[config.mk]
export PLATFORM = sky130hd
export DESIGN_NAME = regfile_sb
export DESIGN_NICKNAME = d
export VERILOG_FILES = /design/src/rtl/regfile_sb.sv
export SDC_FILE = /design/constraint.sdc
export NUM_CORES = 2
export LEC_CHECK = 0
export ABC_AREA = 1
export BUFFER_PORTS_ARGS = -buffer_cell sky130_fd_sc_hd__buf_2
export CORE_AREA = 2 2 512 362
export DETAILED_ROUTE_END_ITERATION = 8
export DIE_AREA = 0 0 514 364
export SLEW_MARGIN = 30
export SYNTH_ARGS = -nofsm -noshare
export SYNTH_HDL_FRONTEND = slang
export SYNTH_SLANG_ARGS = --single-unit
[constraint.sdc]
create_clock -name clk -period 2.5 [get_ports clk]
set_clock_uncertainty 0.05 [all_clocks]
set_input_delay 0.5 -clock clk [delete_from_list [all_inputs] [get_ports clk]]
set_output_delay 0.5 -clock clk [all_outputs]
set_load 0.01 [all_outputs]
[src/rtl/regfile_sb.sv]
// Register file with per-register pending (scoreboard) bits, optional zero register,
// optional write-to-read bypass and a registered count of pending registers.
module regfile_sb #(
  parameter  int XLEN     = 32,
  parameter  int NREG     = 32,
  parameter  int ZERO_REG = 1,
  parameter  int BYPASS   = 1,
  localparam int AW       = $clog2(NREG)
) (
  input  logic            clk,
  input  logic            rst_n,
  input  logic [AW-1:0]   RAddr1_RF,
  input  logic [AW-1:0]   RAddr2_RF,
  output logic [XLEN-1:0] RD1_RF,
  output logic [XLEN-1:0] RD2_RF,
  output logic            Busy1_RF,
  output logic            Busy2_RF,
  input  logic            WrEn_RF,
  input  logic [AW-1:0]   WAddr_RF,
  input  logic [XLEN-1:0] WD_RF,
  input  logic            Iss_RF,
  input  logic [AW-1:0]   IssAddr_RF,
  output logic [AW:0]     PendCnt_RF,
  output logic            Full_RF
);

  localparam bit            ZERO_EN   = (ZERO_REG != 0);
  localparam bit            BYP_EN    = (BYPASS != 0);
  localparam logic [AW-1:0] ZERO_ADDR = {AW{1'b0}};
  localparam logic [AW:0]   MAX_CNT   = (AW+1)'(NREG - ZERO_REG);

  logic [XLEN-1:0] mem_r [NREG];
  logic [NREG-1:0] pend_r;
  logic [NREG-1:0] pend_nxt_s;
  logic [AW:0]     cnt_r;
  logic [AW:0]     cnt_nxt_s;
  logic            full_r;
  logic            wr_eff_s;
  logic            iss_eff_s;
  logic            set_s;
  logic            clr_s;

  // Qualify write/issue, derive next pending vector and count delta.
  always_comb begin
    wr_eff_s   = 1'b0;
    iss_eff_s  = 1'b0;
    set_s      = 1'b0;
    clr_s      = 1'b0;
    pend_nxt_s = pend_r;
    cnt_nxt_s  = cnt_r;
    if (WrEn_RF && !(ZERO_EN && (WAddr_RF == ZERO_ADDR))) begin
      wr_eff_s = 1'b1;
    end else begin
      wr_eff_s = 1'b0;
    end
    // Full blocks issues, so the count can never exceed MAX_CNT.
    if (Iss_RF && !full_r && !(ZERO_EN && (IssAddr_RF == ZERO_ADDR))) begin
      iss_eff_s = 1'b1;
    end else begin
      iss_eff_s = 1'b0;
    end
    set_s = iss_eff_s && !pend_r[IssAddr_RF];
    clr_s = wr_eff_s && pend_r[WAddr_RF] && !(iss_eff_s && (IssAddr_RF == WAddr_RF));
    if (wr_eff_s) begin
      pend_nxt_s[WAddr_RF] = 1'b0;
    end else begin
      pend_nxt_s = pend_nxt_s;
    end
    if (iss_eff_s) begin
      pend_nxt_s[IssAddr_RF] = 1'b1;
    end else begin
      pend_nxt_s = pend_nxt_s;
    end
    case ({set_s, clr_s})
      2'b10:   cnt_nxt_s = cnt_r + {{AW{1'b0}}, 1'b1};
      2'b01:   cnt_nxt_s = cnt_r - {{AW{1'b0}}, 1'b1};
      default: cnt_nxt_s = cnt_r;
    endcase
  end

  // Data array storage.
  always_ff @(posedge clk or negedge rst_n) begin
    if (!rst_n) begin
      for (int i = 0; i < NREG; i++) mem_r[i] <= {XLEN{1'b0}};
    end else if (wr_eff_s) begin
      mem_r[WAddr_RF] <= WD_RF;
    end
  end

  // Pending bits, pending count and full flag.
  always_ff @(posedge clk or negedge rst_n) begin
    if (!rst_n) begin
      pend_r <= {NREG{1'b0}};
      cnt_r  <= {(AW+1){1'b0}};
      full_r <= 1'b0;
    end else begin
      pend_r <= pend_nxt_s;
      cnt_r  <= cnt_nxt_s;
      full_r <= (cnt_nxt_s == MAX_CNT);
    end
  end

  // Read port 1.
  always_comb begin
    RD1_RF   = mem_r[RAddr1_RF];
    Busy1_RF = pend_r[RAddr1_RF];
    if (ZERO_EN && (RAddr1_RF == ZERO_ADDR)) begin
      RD1_RF   = {XLEN{1'b0}};
      Busy1_RF = 1'b0;
    end else if (BYP_EN && WrEn_RF && (WAddr_RF == RAddr1_RF)) begin
      RD1_RF   = WD_RF;
      Busy1_RF = 1'b0;
    end else begin
      RD1_RF   = mem_r[RAddr1_RF];
      Busy1_RF = pend_r[RAddr1_RF];
    end
  end

  // Read port 2.
  always_comb begin
    RD2_RF   = mem_r[RAddr2_RF];
    Busy2_RF = pend_r[RAddr2_RF];
    if (ZERO_EN && (RAddr2_RF == ZERO_ADDR)) begin
      RD2_RF   = {XLEN{1'b0}};
      Busy2_RF = 1'b0;
    end else if (BYP_EN && WrEn_RF && (WAddr_RF == RAddr2_RF)) begin
      RD2_RF   = WD_RF;
      Busy2_RF = 1'b0;
    end else begin
      RD2_RF   = mem_r[RAddr2_RF];
      Busy2_RF = pend_r[RAddr2_RF];
    end
  end

  assign PendCnt_RF = cnt_r;
  assign Full_RF    = full_r;

endmodule

# After elaboration in Yosys (flattened, before gate mapping)
# Index checks and enable logic that the tools add are counted.
# op_classes
bitwise	6
add_sub_neg	2
eq_ne	6
muxes	34
n_reduce_logical	21
n_lt_le_gt_ge	10
# op_table
op	n
bitwise mux 1024 bit	1
two-way mux 32 bit	11
binary-select mux 32 bit (select 5 bit)	2
demux 32 bit (select 5 bit)	1
AND 32 bit	1
NOT 32 bit	1
bitwise OR 32 bit	1
< comparator 5 x 6 -> 1 bit, second input constant	4
binary-select mux 1 bit (select 5 bit)	4
logical NOT 5 bit	4
>= comparator 6 bit, second input constant	3
NOT 5 -> 6 bit	3
equality test 5 bit	3
logical AND 1 bit	12
two-way mux 1 bit	12
case mux 6 bit (2 select lines)	1
demux 1 bit (select 5 bit)	2
>= comparator 5 x 1 -> 1 bit, second input constant	2
adder 6 x 1 -> 6 bit, second input constant	1
equality test 6 x 5 -> 1 bit, second input constant	1
< comparator 6 x 1 -> 1 bit, second input constant	1
subtractor 6 x 1 -> 6 bit, second input constant	1
logical NOT 1 bit	5
equality test 2 x 1 -> 1 bit, second input constant	1
equality test 2 bit, second input constant	1
# word_totals
ff_bits	1063
out_inout_bits	73
word_cells	114

# Depth between registers and ports, before layout
# logic_depth
ltp_word	10
mapped_depth	24

# Worst setup path before layout
# No wires, ideal clock.
# synth_timing
path_type	input-to-reg
from	input port WAddr_RF[1]
to	register full_r (netlist: Full_RF)
path_buffers	2
t_arrival_ps	2855
cell_stages	21
path_slack_ps	-476
required_time_ps	2379
setup_time_ps	71
cell_sequence	buf_6 > inv_1 > nand2_1 > buf_2 > o21ai_0 > o21ai_0 > nand2_1 > nor2_1 > a21oi_1 > ha_1 > inv_1 > fa_1 > inv_1 > nand2_1 > nand2_1 > nand2_1 > a21oi_1 > nor2_1 > nor2_1 > nand3_1 > nor2_1
# synth_via
elab_chain_cells	9
elab_cells_between_ends	15
# synth_rtl
item	line	source
start: declaration	19	input logic [AW-1:0] WAddr_RF,
branches (longest 5 deep; another with binary-select mux 1 bit (select 5 bit))	--	
logical AND 1 bit *	63	clr_s = wr_eff_s && pend_r[WAddr_RF] && !(iss_eff_s && (IssAddr_RF == WAddr_RF));
equality test 2 x 1 -> 1 bit or equality test 2 bit (tied branches)	74	case ({set_s, clr_s})
case mux 6 bit (2 select lines) *	74	
net cnt_nxt_s[4]	36	logic [AW:0] cnt_nxt_s;
equality test 6 x 5 -> 1 bit *	99	full_r <= (cnt_nxt_s == MAX_CNT);
end signal: assignment	99	
end: declaration	37	logic full_r;
# Mark *: on every way through the listed nets, which the timed path passes. The select of a mux whose other input is x is not followed.
# A chain may end at the register's enable or synchronous reset.

# Worst setup path after layout
# layout_timing
from	input port WAddr_RF[1]
to	output port RD2_RF[4]
# layout_via
elab_chain_cells	4
# layout_rtl
item	line	source
equality test 5 bit	126	end else if (BYP_EN && WrEn_RF && (WAddr_RF == RAddr2_RF)) begin
logical AND 1 bit	126	
two-way mux 32 bit	126	
two-way mux 32 bit	123	if (ZERO_EN && (RAddr2_RF == ZERO_ADDR)) begin
end: declaration	15	output logic [XLEN-1:0] RD2_RF,
# No other way between the ends.

==> results.json <==
{
  "htree_levels": 3,
  "netlist_instances": 9440,
  "layout_setup_ws_ns": -0.287,
  "rows": 132,
  "fin_util": 0.438,
  "drc_errors": 0,
  "die_area_mm2": 0.187,
  "dpl.cell_count": 11900,
  "max_freq_mhz": 359,
  "die_w_um": 514,
  "pwr_density_cell_mw_per_mm2": 714,
  "status": "finished with violations",
  "instances_no_fill": 12200,
  "required_ns": 1.95,
  "area_delta_synth_final_pct": 26.5,
  "start_util": 0.347,
  "ys_warn_count": 0,
  "gp_congestion": 0.917,
  "grt_overflow": 0,
  "ant_nets": 0,
  "leakage_nw": 38.0,
  "peakVddDrop_uv": 527,
  "cts.sinks": 1063,
  "route.met2.wl_um": 111000,
  "worst_setup_path_start_kind": "primary input",
  "finalCriticalPeriod_ns": 2.79,
  "grt_pass1_wl_um": 410000,
  "synth_top_area_frac": 0.419,
  "synth_nets": 9502,
  "vias": 67700,
  "finalMaxSlewViolations": 0,
  "yosysSeqAreaShare": 0.419,
  "core_area_mm2": 0.183,
  "violations": "setup timing",
  "max_slew_margin": 0.500,
  "maxCapViolCount": 0,
  "tightest_slew_ns": 0.749,
  "cts_buffers": 110,
  "cp-end-kind": "output pin",
  "final_cell_mix": "nand2_1, nand3_1, dfrtp_1, inv_1, o21ai_0",
  "grtUsageTotal": 0.286,
  "arrival_ns": 2.24,
  "layout-drive-gt1-share": 0.198,
  "route.met3.wl_um": 35000,
  "yosysTopAreaCell": "dfrtp_1",
  "die_h_um": 364,
  "met1Wirelength_um": 114000,
  "post_drt_wl_per_cell_um": 22.5,
  "power_mw": 57.3,
  "setup_viol": 68,
  "clk_latency_ns": 0.79,
  "place_hpwl_um": 175000,
  "grt_pass1_vias": 63400,
  "grt_max_degree": 88,
  "netlist_area_mm2": 0.0634,
  "drt-initial-drc-count": 9423,
  "crit_fanout": 6,
  "yosysUniqueCellTypes": 39,
  "rsz0062_at_grt": "true",
  "final_area_mm2": 0.0802,
  "final.period_utilization": 1.11,
  "via_per_inst": 5.57,
  "cts_tree": "done",
  "critical_path_class": "primary input to output pin",
  "first_pass_iters": 7,
  "routed_wl_um": 274000,
  "synth_area_leaders": "dfrtp_1, nand2_1, nand3_1",
  "avgSynthCellArea_um2": 6.72,
  "numPortBuffers": 128,
  "antenna_found_initial": 7,
  "hold_viol_final": 0,
  "hp-class": "primary input to flip-flop",
  "nNetsFinal": 9718,
  "place_area_mm2": 0.0721,
  "ioPinCount": 129,
  "cts_root_buf": "clkbuf_16",
  "mostFrequentLayoutCell": "nand2_1",
  "cts_max_path_buffers": 3,
  "highest_layer": "met4",
  "path_clk_slew_ns": 0.06,
  "synth_seq_cells": 1063
}
-- cell families (layout without fill, tap and decap cells) --
logic type                 count (synthesis)  count (layout)  synth area share
adders and majority gates                  6               6           0.00130
buffers and inverters                   1900            2206             0.125
other                                      0               4                 0
and+or+nand+nor                         5239            5239             0.352
DFF                                     1063            1063             0.419
AOI/OAI and AO/OA                       1223            1223             0.102
xor gates and xnor gates                   9               9           0.00124
-- routing by layer --
metal / GRT usage / vias to the layer above
met4: 0.120 / 0
li1: - / 30500
met3: 0.0742 / 773
met1: 0.405 / 32200
met2: 0.411 / 4294
met5: 0 / -
-- critical path, stage by stage --
cell and delay, ns:
buf_12 0.12, buf_8 0.13, xor2_1 0.15, a21oi_1 0.20
nand3_2 0.15, buf_6 0.15, nor2_4 0.19, buf_12 0.21
buf_12 0.18, nand2_4 0.05, nand2_2 0.07, buf_6 0.10
-- layout make-up --
type                    count  area, um2
clock inverters            39        497
fillers                 18000     103000
multi-input cells        6477      31700
well taps                2412       3020
repair buffers            919      10800
flip-flops and latches   1063      26600
clock buffers             163       3300
inverters                1085       4220
diodes                      4       10.0
-- synth_stat cells, drive strengths merged --
| library cell | instances |
|---|---|
| clkbuf | 377 |
| nand3 | 1921 |
| a22oi | 1 |
| o211ai | 83 |
| nand3b | 1 |
| nand2 | 3190 |
| ha | 5 |
| xnor2 | 3 |
| dfrtp | 1063 |
| fa | 1 |
| o21bai | 1 |
| o22ai | 29 |
| xor2 | 6 |
| buf | 438 |
| o32ai | 3 |
| nor2 | 105 |
| nor3 | 15 |
| a21oi | 74 |
| and2 | 1 |
| nor4 | 2 |
| inv | 1085 |
| nand4 | 4 |
| o21ai | 1032 |
-- registers in the layout, indices dropped and copies added, names as in the netlist --
| name | flops |
|---|---|
| mem_r | 1024 |
| Full_RF | 1 |
| pend_r | 32 |
| PendCnt_RF | 6 |
-- power by group --
group          switching (mW)  leakage, nW  total [mW]  internal [mW]
Clock                    7.84         1.87        17.7           9.90
Combinational            10.7         23.9        16.9           6.27
Sequential               1.53         12.3        22.6           21.1
-- per-stage QoR --
stage	hold slack, ns	setup WS [ns]	TNS, ns
2_1_floorplan	0.154	-0.205	-0.336
3_3_place_gp	0.316	-0.926	-23.16
3_5_place_dp	0.316	-0.740	-23.52
4_1_cts	0.0320	-0.280	-8.11
5_1_grt	0.0671	-0.337	-13.95
6_report	0.0632	-0.287	-11.51
-- final timing paths --
check / from / endpoint / slack (ns) / depth (start not counted)
min in group asynchronous: rst_n / mem_r[841]$_DFFE_PN0P_ / 0.16 / 2
min: WD_RF[30] / mem_r[190]$_DFFE_PN0P_ / 0.06 / 3
max reg2reg: pend_r[20]$_DFF_PN0_ / Full_RF$_DFF_PN0_ / -0.16 / 17
max: WAddr_RF[1] / RD2_RF[4] / -0.29 / 12
max in group asynchronous: rst_n / mem_r[765]$_DFFE_PN0P_ / 1.20 / 4
min reg2reg: mem_r[997]$_DFFE_PN0P_ / mem_r[997]$_DFFE_PN0P_ / 0.33 / 0
-- repair_timing --
item                                    in CTS  in global routing
hold buffers                                 2                  0
hold endpoints to repair                   286                  0
pin swaps                                  208                167
endpoints found under the setup margin      69                 71
setup buffers                               54                 31
cloned                                      13                  3
resized for setup                          594                391
(Power assumes the default switching activity.)
